### src/rtl/tx_tlp_pkg.sv
// Shared TX TLP helpers: MWr format codes, TRN byte order, notify FSM encoding
// and the frozen per-TLP context.
package tx_tlp_pkg;

    localparam logic [6:0] FMT_MWR32 = 7'b10_00000;
    localparam logic [6:0] FMT_MWR64 = 7'b11_00000;

    localparam logic [2:0] ST_IDLE = 3'd0;
    localparam logic [2:0] ST_ARB  = 3'd1;
    localparam logic [2:0] ST_H0   = 3'd2;
    localparam logic [2:0] ST_H1   = 3'd3;
    localparam logic [2:0] ST_D    = 3'd4;

    typedef struct packed {
        logic        page2;
        logic [31:0] count;
        logic [63:0] addr;
    } notify_ctx_t;

    // Host byte 0 travels on bits [31:24] of a TRN DW lane.
    function automatic logic [31:0] trn_swap32(input logic [31:0] v);
        return {v[7:0], v[15:8], v[23:16], v[31:24]};
    endfunction

    // Header DW0 for a 2-DW posted write: TC, TD, EP, attr all zero.
    function automatic logic [31:0] mwr_dw0(input logic [6:0] fmt_type);
        return {1'b0, fmt_type, 1'b0, 3'b000, 4'b0000, 1'b0, 1'b0, 2'b00, 2'b00, 10'd2};
    endfunction

endpackage

### src/rtl/tx_huge_page_notify_if.sv
// TRN TX link bundle; master is the TLP source, slave is the PCIe core side.
interface tx_huge_page_notify_if;
    logic [63:0] trn_td;
    logic [7:0]  trn_trem_n;
    logic        trn_tsof_n;
    logic        trn_teof_n;
    logic        trn_tsrc_rdy_n;
    logic        trn_tsrc_dsc_n;
    logic        trn_tdst_rdy_n;
    logic        trn_tdst_dsc_n;
    logic [3:0]  trn_tbuf_av;

    modport master (
        output trn_td, trn_trem_n, trn_tsof_n, trn_teof_n, trn_tsrc_rdy_n, trn_tsrc_dsc_n,
        input  trn_tdst_rdy_n, trn_tdst_dsc_n, trn_tbuf_av
    );

    modport slave (
        input  trn_td, trn_trem_n, trn_tsof_n, trn_teof_n, trn_tsrc_rdy_n, trn_tsrc_dsc_n,
        output trn_tdst_rdy_n, trn_tdst_dsc_n, trn_tbuf_av
    );
endinterface

### src/rtl/tx_notify_pending.sv
// Per-page pending latch: remembers a page_full pulse and its qword count until
// the notification for that page completes; flags a repeat while still pending.
module tx_notify_pending (
    input  logic        trn_clk,
    input  logic        trn_reset_n,
    input  logic        page_full,
    input  logic [31:0] qword_count,
    input  logic        clr,
    output logic        pend,
    output logic [31:0] count,
    output logic        ovf
);

    always_ff @(posedge trn_clk) begin
        if (!trn_reset_n) begin
            pend  <= 1'b0;
            count <= '0;
            ovf   <= 1'b0;
        end else if (page_full) begin
            // A fresh pulse wins over a same-cycle clear so it is never lost.
            pend  <= 1'b1;
            count <= qword_count;
            if (pend && !clr)
                ovf <= 1'b1;
        end else if (clr) begin
            pend <= 1'b0;
        end
    end

endmodule

### src/rtl/tx_huge_page_notify.sv
// Sends one posted MWr status TLP per filled huge page (count + sequence) to a
// host slot, sharing the TRN TX link via the notify_turn/notify_driven handshake.
module tx_huge_page_notify
    import tx_tlp_pkg::*;
#(
    parameter int STATUS_STRIDE = 8,
    parameter int SEQ_W         = 32
) (
    input  logic        trn_clk,
    input  logic        trn_reset_n,
    input  logic [15:0] cfg_completer_id,
    input  logic [63:0] status_addr,
    input  logic        page_full_1,
    input  logic        page_full_2,
    input  logic [31:0] qword_count_1,
    input  logic [31:0] qword_count_2,
    output logic        page_notified_1,
    output logic        page_notified_2,
    output logic        notify_overflow,
    input  logic        notify_turn,
    output logic        notify_driven,
    tx_huge_page_notify_if.master trn
);

    logic [2:0]             state;
    logic                   sel;
    notify_ctx_t            ctx;
    logic [1:0][SEQ_W-1:0]  seq;
    logic [1:0]             notified;

    logic [1:0]             page_full, pend, ovf, clr;
    logic [1:0][31:0]       qword_count, pend_count;
    logic [63:0]            slot_base, sel_addr;
    logic [31:0]            seq_dw;
    logic                   is64, beat_go, abort, eof_done;

    assign page_full   = {page_full_2, page_full_1};
    assign qword_count = {qword_count_2, qword_count_1};

    for (genvar k = 0; k < 2; k++) begin : g_page
        tx_notify_pending u_pend (
            .trn_clk     (trn_clk),
            .trn_reset_n (trn_reset_n),
            .page_full   (page_full[k]),
            .qword_count (qword_count[k]),
            .clr         (clr[k]),
            .pend        (pend[k]),
            .count       (pend_count[k]),
            .ovf         (ovf[k])
        );
    end

    assign slot_base     = {status_addr[63:3], 3'b000};
    assign sel_addr      = slot_base + (sel ? 64'(STATUS_STRIDE) : 64'd0);
    assign notify_driven = (state == ST_H0) || (state == ST_H1) || (state == ST_D);
    assign abort         = notify_driven && !trn.trn_tdst_dsc_n;
    assign beat_go       = notify_driven && !trn.trn_tdst_rdy_n && trn.trn_tdst_dsc_n;
    assign eof_done      = (state == ST_D) && beat_go;
    assign clr           = {eof_done && ctx.page2, eof_done && !ctx.page2};

    assign page_notified_1 = notified[0];
    assign page_notified_2 = notified[1];
    assign notify_overflow = |ovf;

    always_ff @(posedge trn_clk) begin
        if (!trn_reset_n) begin
            state    <= ST_IDLE;
            sel      <= 1'b0;
            ctx      <= '0;
            seq      <= '0;
            notified <= '0;
        end else begin
            notified <= clr;
            case (state)
                ST_IDLE: if (|pend) begin
                    sel   <= !pend[0];
                    state <= ST_ARB;
                end
                ST_ARB: if (notify_turn && trn.trn_tbuf_av[1]) begin
                    ctx.page2 <= sel;
                    ctx.count <= pend_count[sel];
                    ctx.addr  <= sel_addr;
                    state     <= ST_H0;
                end
                ST_H0: if (abort) state <= ST_IDLE;
                       else if (beat_go) state <= ST_H1;
                ST_H1: if (abort) state <= ST_IDLE;
                       else if (beat_go) state <= ST_D;
                ST_D: if (abort) begin
                    state <= ST_IDLE;
                end else if (beat_go) begin
                    seq[ctx.page2] <= seq[ctx.page2] + SEQ_W'(1);
                    state          <= ST_IDLE;
                end
                default: state <= ST_IDLE;
            endcase
        end
    end

    // Slots above 4 GB need the 4DW header; that shifts where count and seq land.
    assign is64   = |ctx.addr[63:32];
    assign seq_dw = 32'(seq[ctx.page2]);

    always_comb begin
        trn.trn_td         = '0;
        trn.trn_trem_n     = 8'h00;
        trn.trn_tsof_n     = 1'b1;
        trn.trn_teof_n     = 1'b1;
        trn.trn_tsrc_rdy_n = !notify_driven;
        trn.trn_tsrc_dsc_n = 1'b1;
        case (state)
            ST_H0: begin
                trn.trn_td     = {mwr_dw0(is64 ? FMT_MWR64 : FMT_MWR32),
                                  cfg_completer_id, 8'h00, 4'hF, 4'hF};
                trn.trn_tsof_n = 1'b0;
            end
            ST_H1: begin
                trn.trn_td = is64 ? {ctx.addr[63:32], ctx.addr[31:2], 2'b00}
                                  : {ctx.addr[31:2], 2'b00, trn_swap32(ctx.count)};
            end
            ST_D: begin
                trn.trn_td     = is64 ? {trn_swap32(ctx.count), trn_swap32(seq_dw)}
                                      : {trn_swap32(seq_dw), 32'h0};
                trn.trn_trem_n = is64 ? 8'h00 : 8'h0F;
                trn.trn_teof_n = 1'b0;
            end
            default: ;
        endcase
    end

    logic unused_bits;
    assign unused_bits = ^{status_addr[2:0], trn.trn_tbuf_av[3:2], trn.trn_tbuf_av[0],
                           ctx.addr[1:0]};

endmodule

### src/flat_wrapper.sv
// flat-port wrapper written by rule: the top's interface ports become plain ports
module tx_huge_page_notify_flat import tx_tlp_pkg::*;
#(
    parameter int STATUS_STRIDE = 8,
    parameter int SEQ_W         = 32
)
  (trn_clk, trn_reset_n, cfg_completer_id, status_addr, page_full_1, page_full_2, qword_count_1, qword_count_2, page_notified_1, page_notified_2, notify_overflow, notify_turn, notify_driven, trn_trn_td, trn_trn_trem_n, trn_trn_tsof_n, trn_trn_teof_n, trn_trn_tsrc_rdy_n, trn_trn_tsrc_dsc_n, trn_trn_tdst_rdy_n, trn_trn_tdst_dsc_n, trn_trn_tbuf_av);
  tx_huge_page_notify_if trn_i ();
  input  logic trn_clk;
  input  logic trn_reset_n;
  input  logic [15:0] cfg_completer_id;
  input  logic [63:0] status_addr;
  input  logic page_full_1;
  input  logic page_full_2;
  input  logic [31:0] qword_count_1;
  input  logic [31:0] qword_count_2;
  output logic page_notified_1;
  output logic page_notified_2;
  output logic notify_overflow;
  input  logic notify_turn;
  output logic notify_driven;
  output wire logic [$bits(trn_i.trn_td)-1:0] trn_trn_td;
  output wire logic [$bits(trn_i.trn_trem_n)-1:0] trn_trn_trem_n;
  output wire logic [$bits(trn_i.trn_tsof_n)-1:0] trn_trn_tsof_n;
  output wire logic [$bits(trn_i.trn_teof_n)-1:0] trn_trn_teof_n;
  output wire logic [$bits(trn_i.trn_tsrc_rdy_n)-1:0] trn_trn_tsrc_rdy_n;
  output wire logic [$bits(trn_i.trn_tsrc_dsc_n)-1:0] trn_trn_tsrc_dsc_n;
  input wire logic [$bits(trn_i.trn_tdst_rdy_n)-1:0] trn_trn_tdst_rdy_n;
  input wire logic [$bits(trn_i.trn_tdst_dsc_n)-1:0] trn_trn_tdst_dsc_n;
  input wire logic [$bits(trn_i.trn_tbuf_av)-1:0] trn_trn_tbuf_av;
  assign trn_trn_td = trn_i.trn_td;
  assign trn_trn_trem_n = trn_i.trn_trem_n;
  assign trn_trn_tsof_n = trn_i.trn_tsof_n;
  assign trn_trn_teof_n = trn_i.trn_teof_n;
  assign trn_trn_tsrc_rdy_n = trn_i.trn_tsrc_rdy_n;
  assign trn_trn_tsrc_dsc_n = trn_i.trn_tsrc_dsc_n;
  assign trn_i.trn_tdst_rdy_n = trn_trn_tdst_rdy_n;
  assign trn_i.trn_tdst_dsc_n = trn_trn_tdst_dsc_n;
  assign trn_i.trn_tbuf_av = trn_trn_tbuf_av;
  tx_huge_page_notify #(.STATUS_STRIDE(STATUS_STRIDE), .SEQ_W(SEQ_W)) u_core (.trn_clk(trn_clk), .trn_reset_n(trn_reset_n), .cfg_completer_id(cfg_completer_id), .status_addr(status_addr), .page_full_1(page_full_1), .page_full_2(page_full_2), .qword_count_1(qword_count_1), .qword_count_2(qword_count_2), .page_notified_1(page_notified_1), .page_notified_2(page_notified_2), .notify_overflow(notify_overflow), .notify_turn(notify_turn), .notify_driven(notify_driven), .trn(trn_i));
endmodule
### config.mk
export PLATFORM = sky130hd
export DESIGN_NAME = tx_huge_page_notify_flat
export DESIGN_NICKNAME = d
export VERILOG_FILES = /design/src/rtl/tx_tlp_pkg.sv /design/src/rtl/tx_huge_page_notify_if.sv /design/src/rtl/tx_notify_pending.sv /design/src/rtl/tx_huge_page_notify.sv /design/src/flat_wrapper.sv
export SDC_FILE = /design/constraint.sdc
export NUM_CORES = 1
export LEC_CHECK = 0
export CAP_MARGIN = 5
export CORE_ASPECT_RATIO = 0.7
export CORE_MARGIN = 4
export CORE_UTILIZATION = 39
export DETAILED_ROUTE_END_ITERATION = 10
export PLACE_DENSITY_LB_ADDON = 0.3
export SLEW_MARGIN = 5
export SYNTH_ARGS = -nofsm -noshare
export SYNTH_HDL_FRONTEND = slang
export SYNTH_SLANG_ARGS = --single-unit
### constraint.sdc
create_clock -name trn_clk -period 3.7 [get_ports trn_clk]
set_input_delay 0.37 -clock trn_clk [delete_from_list [all_inputs] [get_ports trn_clk]]
set_output_delay 0.37 -clock trn_clk [all_outputs]
set_load 0.1 [all_outputs]
==> metrics, run 1 <==
status=completed; Synth Warn #=0; clk_lat worst skew=about 530 ps; Clock Tree Root=clkbuf_16; total core area=roughly 0.030 mm2; relative slew slack=0.2437; final core occ=0.5305; count of input and output buffers=223; Slowest Stage Delay on Critical Path=500 ps; final setup TNS=0 ps; setup repair bufs after CTS=0; number of global-route vias before repair=10,760; CP Launch Type=flop; Via density=5.738; Layout fillers=roughly 2,800; Post-DP Area=between 0.015 and 0.02 mm2; H-Tree Depth=1; Hold Crit Class=in -> reg; reg2reg end=u_core.seq[56]; worst-path cell chain=nor4_1 > nand4_1 > nor2_4 > buf_12 > o21ai_0 > o22ai_1 > buf_12; CTS tree=yes; max-cap violations=0; Final Critical Period=between 3000 and 4000 ps; largest net degree at the start of global routing=~180; die area=roughly 0.034 mm2; Post-synth EDFFs=0; wire per inst=21.46 um; top post-synthesis cells by area=dfxtp_1 (38%), mux2i_1 (13%), nor2_1 (5.9%); grt ovf=0; Crit path depth=7; Storage cell area=0.004647 mm2; area delta synth->final=32.05%; initial drt markers=1,501; Fin Clk Skew=approximately 11 ps; Post-Syn Area=0.01223 mm2; chip height=156.1 um; drt drc=0; Pwr Density=approximately 390 mW/mm2; Worst EP required=3330 ps; Crit Path Max Fanout=67; Multi-input gate area=0.007102 mm2; Resized cells post-CTS=0; most common cell in the netlist=dfxtp_1; Final nets=1,799; most area-hungry cell type in the Yosys netlist=dfxtp_1; Critical Path AT=3250 ps; Final Cycle Share=0.9771; Critical path destination=trn_trn_td[43]; endpoint class of the critical path=output pin; post-synthesis async set-or-reset flop share=0; Cell Rows=53; Top-Level Pins=235; Design Area, Final=0.01615 mm2; Inserted Diodes=0; DPL Wire Length=33,640 um; Worst Tran Pin Value=1134 ps; die width=approximately 220 um; via count=11,880; Post-Synthesis Cells=~1,500; Antenna Nets Post-Route=0; Seq/Total Area, Yosys=0.3798; Overall Global Routing Usage=0.2458; Max Buffers Root-to-Sink=3; clock sink count=~230; Peak Freq=0.2766 GHz; Worst Path Class, Setup=reg -> out; GP Congestion=0.9365; Crit path buffers/inverters=2; most common flop cell mapped by yosys=dfxtp_1; FF-to-FF Start=u_core.ctx[96]; unrepaired setup endpoints after global routing=no; clock slew at reported path FFs=60 ps; delay-heaviest family, CP=simple AND/OR/NAND/NOR gates; Post-CTS Hold Buffers=0; Peak VDD IR=0.0003071 V; synthesized flop and latch total=232; top-area cell type share of the netlist area=0.3798; initial cell density of the core=0.4017; worst reg2reg path depth=7; Final Hold Viols=0; layout cells sized above 1=0.1043; Max Slew Vio Count=0; 1st-pass router iterations=6; CTS buffer count=23; DRT Wirelength=44,430 um; CP dominant cell by count=buf_12; Reg2Reg Setup Slack=around 780 ps; Post-synth top cells=dfxtp_1 (232), nor2_1 (193), mux2i_1 (154); Critical-path top delay cell=o22ai_1; Total Power=between 0.006 and 0.007 W; leak pwr=5.421 nW; beginning of the critical path=u_core.ctx[47]; syn avg cell area=8.285 um2; first-pass GRT wire length=65,850 um; distinct cell type count after synthesis=57; # setup viols final=0; initial antenna violation count=1
[per-layer routing]
layer	part of all wire	vias up	global-route usage
li1	-	5624	-
met5	0	-	0
met3	0.11	61	0.05314
met4	0.021	0	0.05290
met2	0.41	564	0.3528
met1	0.46	5629	0.3759
[registers in the layout (all words and copies together) (netlist names)]
signal	flops
u_core.state	3
u_core.g_page.u_pend.count	64
u_core.sel	1
u_core.seq	64
u_core.g_page.u_pend.ovf	2
u_core.g_page.u_pend.pend	2
u_core.notified	2
u_core.ctx	94
[stage by stage]
step | cells | hold WS (ps) | setup WS, ps
detailed placement | 2028 | 454.0 | 576.0
CTS | 2070 | 437.1 | 152.4
global route | 2070 | 447.7 | 7.684
finish | 2070 | 449.9 | 84.82
floorplan | 1479 | 428.5 | 52.69
global placement | 2028 | 449.0 | 575.3
[worst min path at each step]
stage               cells after the start                           endpoint                         from
floorplan                               2        u_core.g_page[1].u_pend.ovf  u_core.g_page[1].u_pend.ovf
global placement                        2        u_core.g_page[1].u_pend.ovf  u_core.g_page[1].u_pend.ovf
detailed placement                      2        u_core.g_page[1].u_pend.ovf  u_core.g_page[1].u_pend.ovf
CTS                                     3  u_core.g_page[0].u_pend.count[16]            qword_count_1[16]
global route                            3  u_core.g_page[1].u_pend.count[16]            qword_count_2[16]
finish                                  3  u_core.g_page[0].u_pend.count[12]            qword_count_1[12]
[area by class of cell]
cell class / count / area share
Timing Repair Buffer: 250 / 0.1847
Clock buffer: 31 / 0.04122
Inverter: 15 / 0.003642
Multi-Input combinational cell: 1119 / 0.4398
Tap cell: 412 / 0.03193
Clock inverter: 11 / 0.01085
Sequential cell: 232 / 0.2878
[power by group]
| group | total [W] | switching [W] | internal (W) |
|---|---|---|---|
| clock | 0.00258 | 0.00103 | 0.00155 |
| combinational | 0.00109 | 0.000643 | 0.000445 |
| sequential | 0.00270 | 0.000107 | 0.00260 |
[worst register-to-register path, stage by stage (launching register included)]
cell and delay (ps):
dfxtp_2 450, buf_4 320, nand4_1 200, a211oi_1 510, nand4b_1 570, nor4_1 530, xnor2_1 160, nor2_1 50
[placed cells by master, fill, tap and decap left out, types with 8 or more instances in the layout]
| master | n |
|---|---|
| dfxtp_1 | 230 |
| nor2_1 | 192 |
| mux2i_1 | 154 |
| clkdlybuf4s50_1 | 149 |
| nand2_1 | 108 |
| a21oi_1 | 102 |
| o21ai_0 | 87 |
| xnor2_1 | 76 |
| buf_12 | 59 |
| nand3_1 | 49 |
| a211oi_1 | 49 |
| o22ai_1 | 40 |
| buf_4 | 40 |
| nor3_1 | 33 |
| nor4_1 | 29 |
| xor2_1 | 29 |
| clkbuf_16 | 23 |
| nand4_1 | 22 |
| o221ai_1 | 18 |
| or3_1 | 14 |
| inv_1 | 13 |
| and3_1 | 10 |
| and2_1 | 8 |
[cells by family after synthesis]
kind of cell,count (synthesis),synth area share
and+or+nand+nor,519,0.2069
buffers and inverters,128,0.04257
muxes,158,0.1297
adders and majority gates,3,0.003070
xor gates and xnor gates,105,0.07521
AOI/OAI and AO/OA,329,0.1621
DFF,232,0.3798
other,2,0.0006142
(Power assumes the default switching activity.)
==> inputs of run 2 (changes only) <==
--- a/config.mk
+++ b/config.mk
@@ -11,6 +11,7 @@
 export CORE_UTILIZATION = 39
 export DETAILED_ROUTE_END_ITERATION = 10
 export PLACE_DENSITY_LB_ADDON = 0.3
+export SKIP_CTS_REPAIR_TIMING = 1
 export SLEW_MARGIN = 5
 export SYNTH_ARGS = -nofsm -noshare
 export SYNTH_HDL_FRONTEND = slang
==> results of run 2 <==
No change in the layout: final DEF, timing and power equal those of run 1.
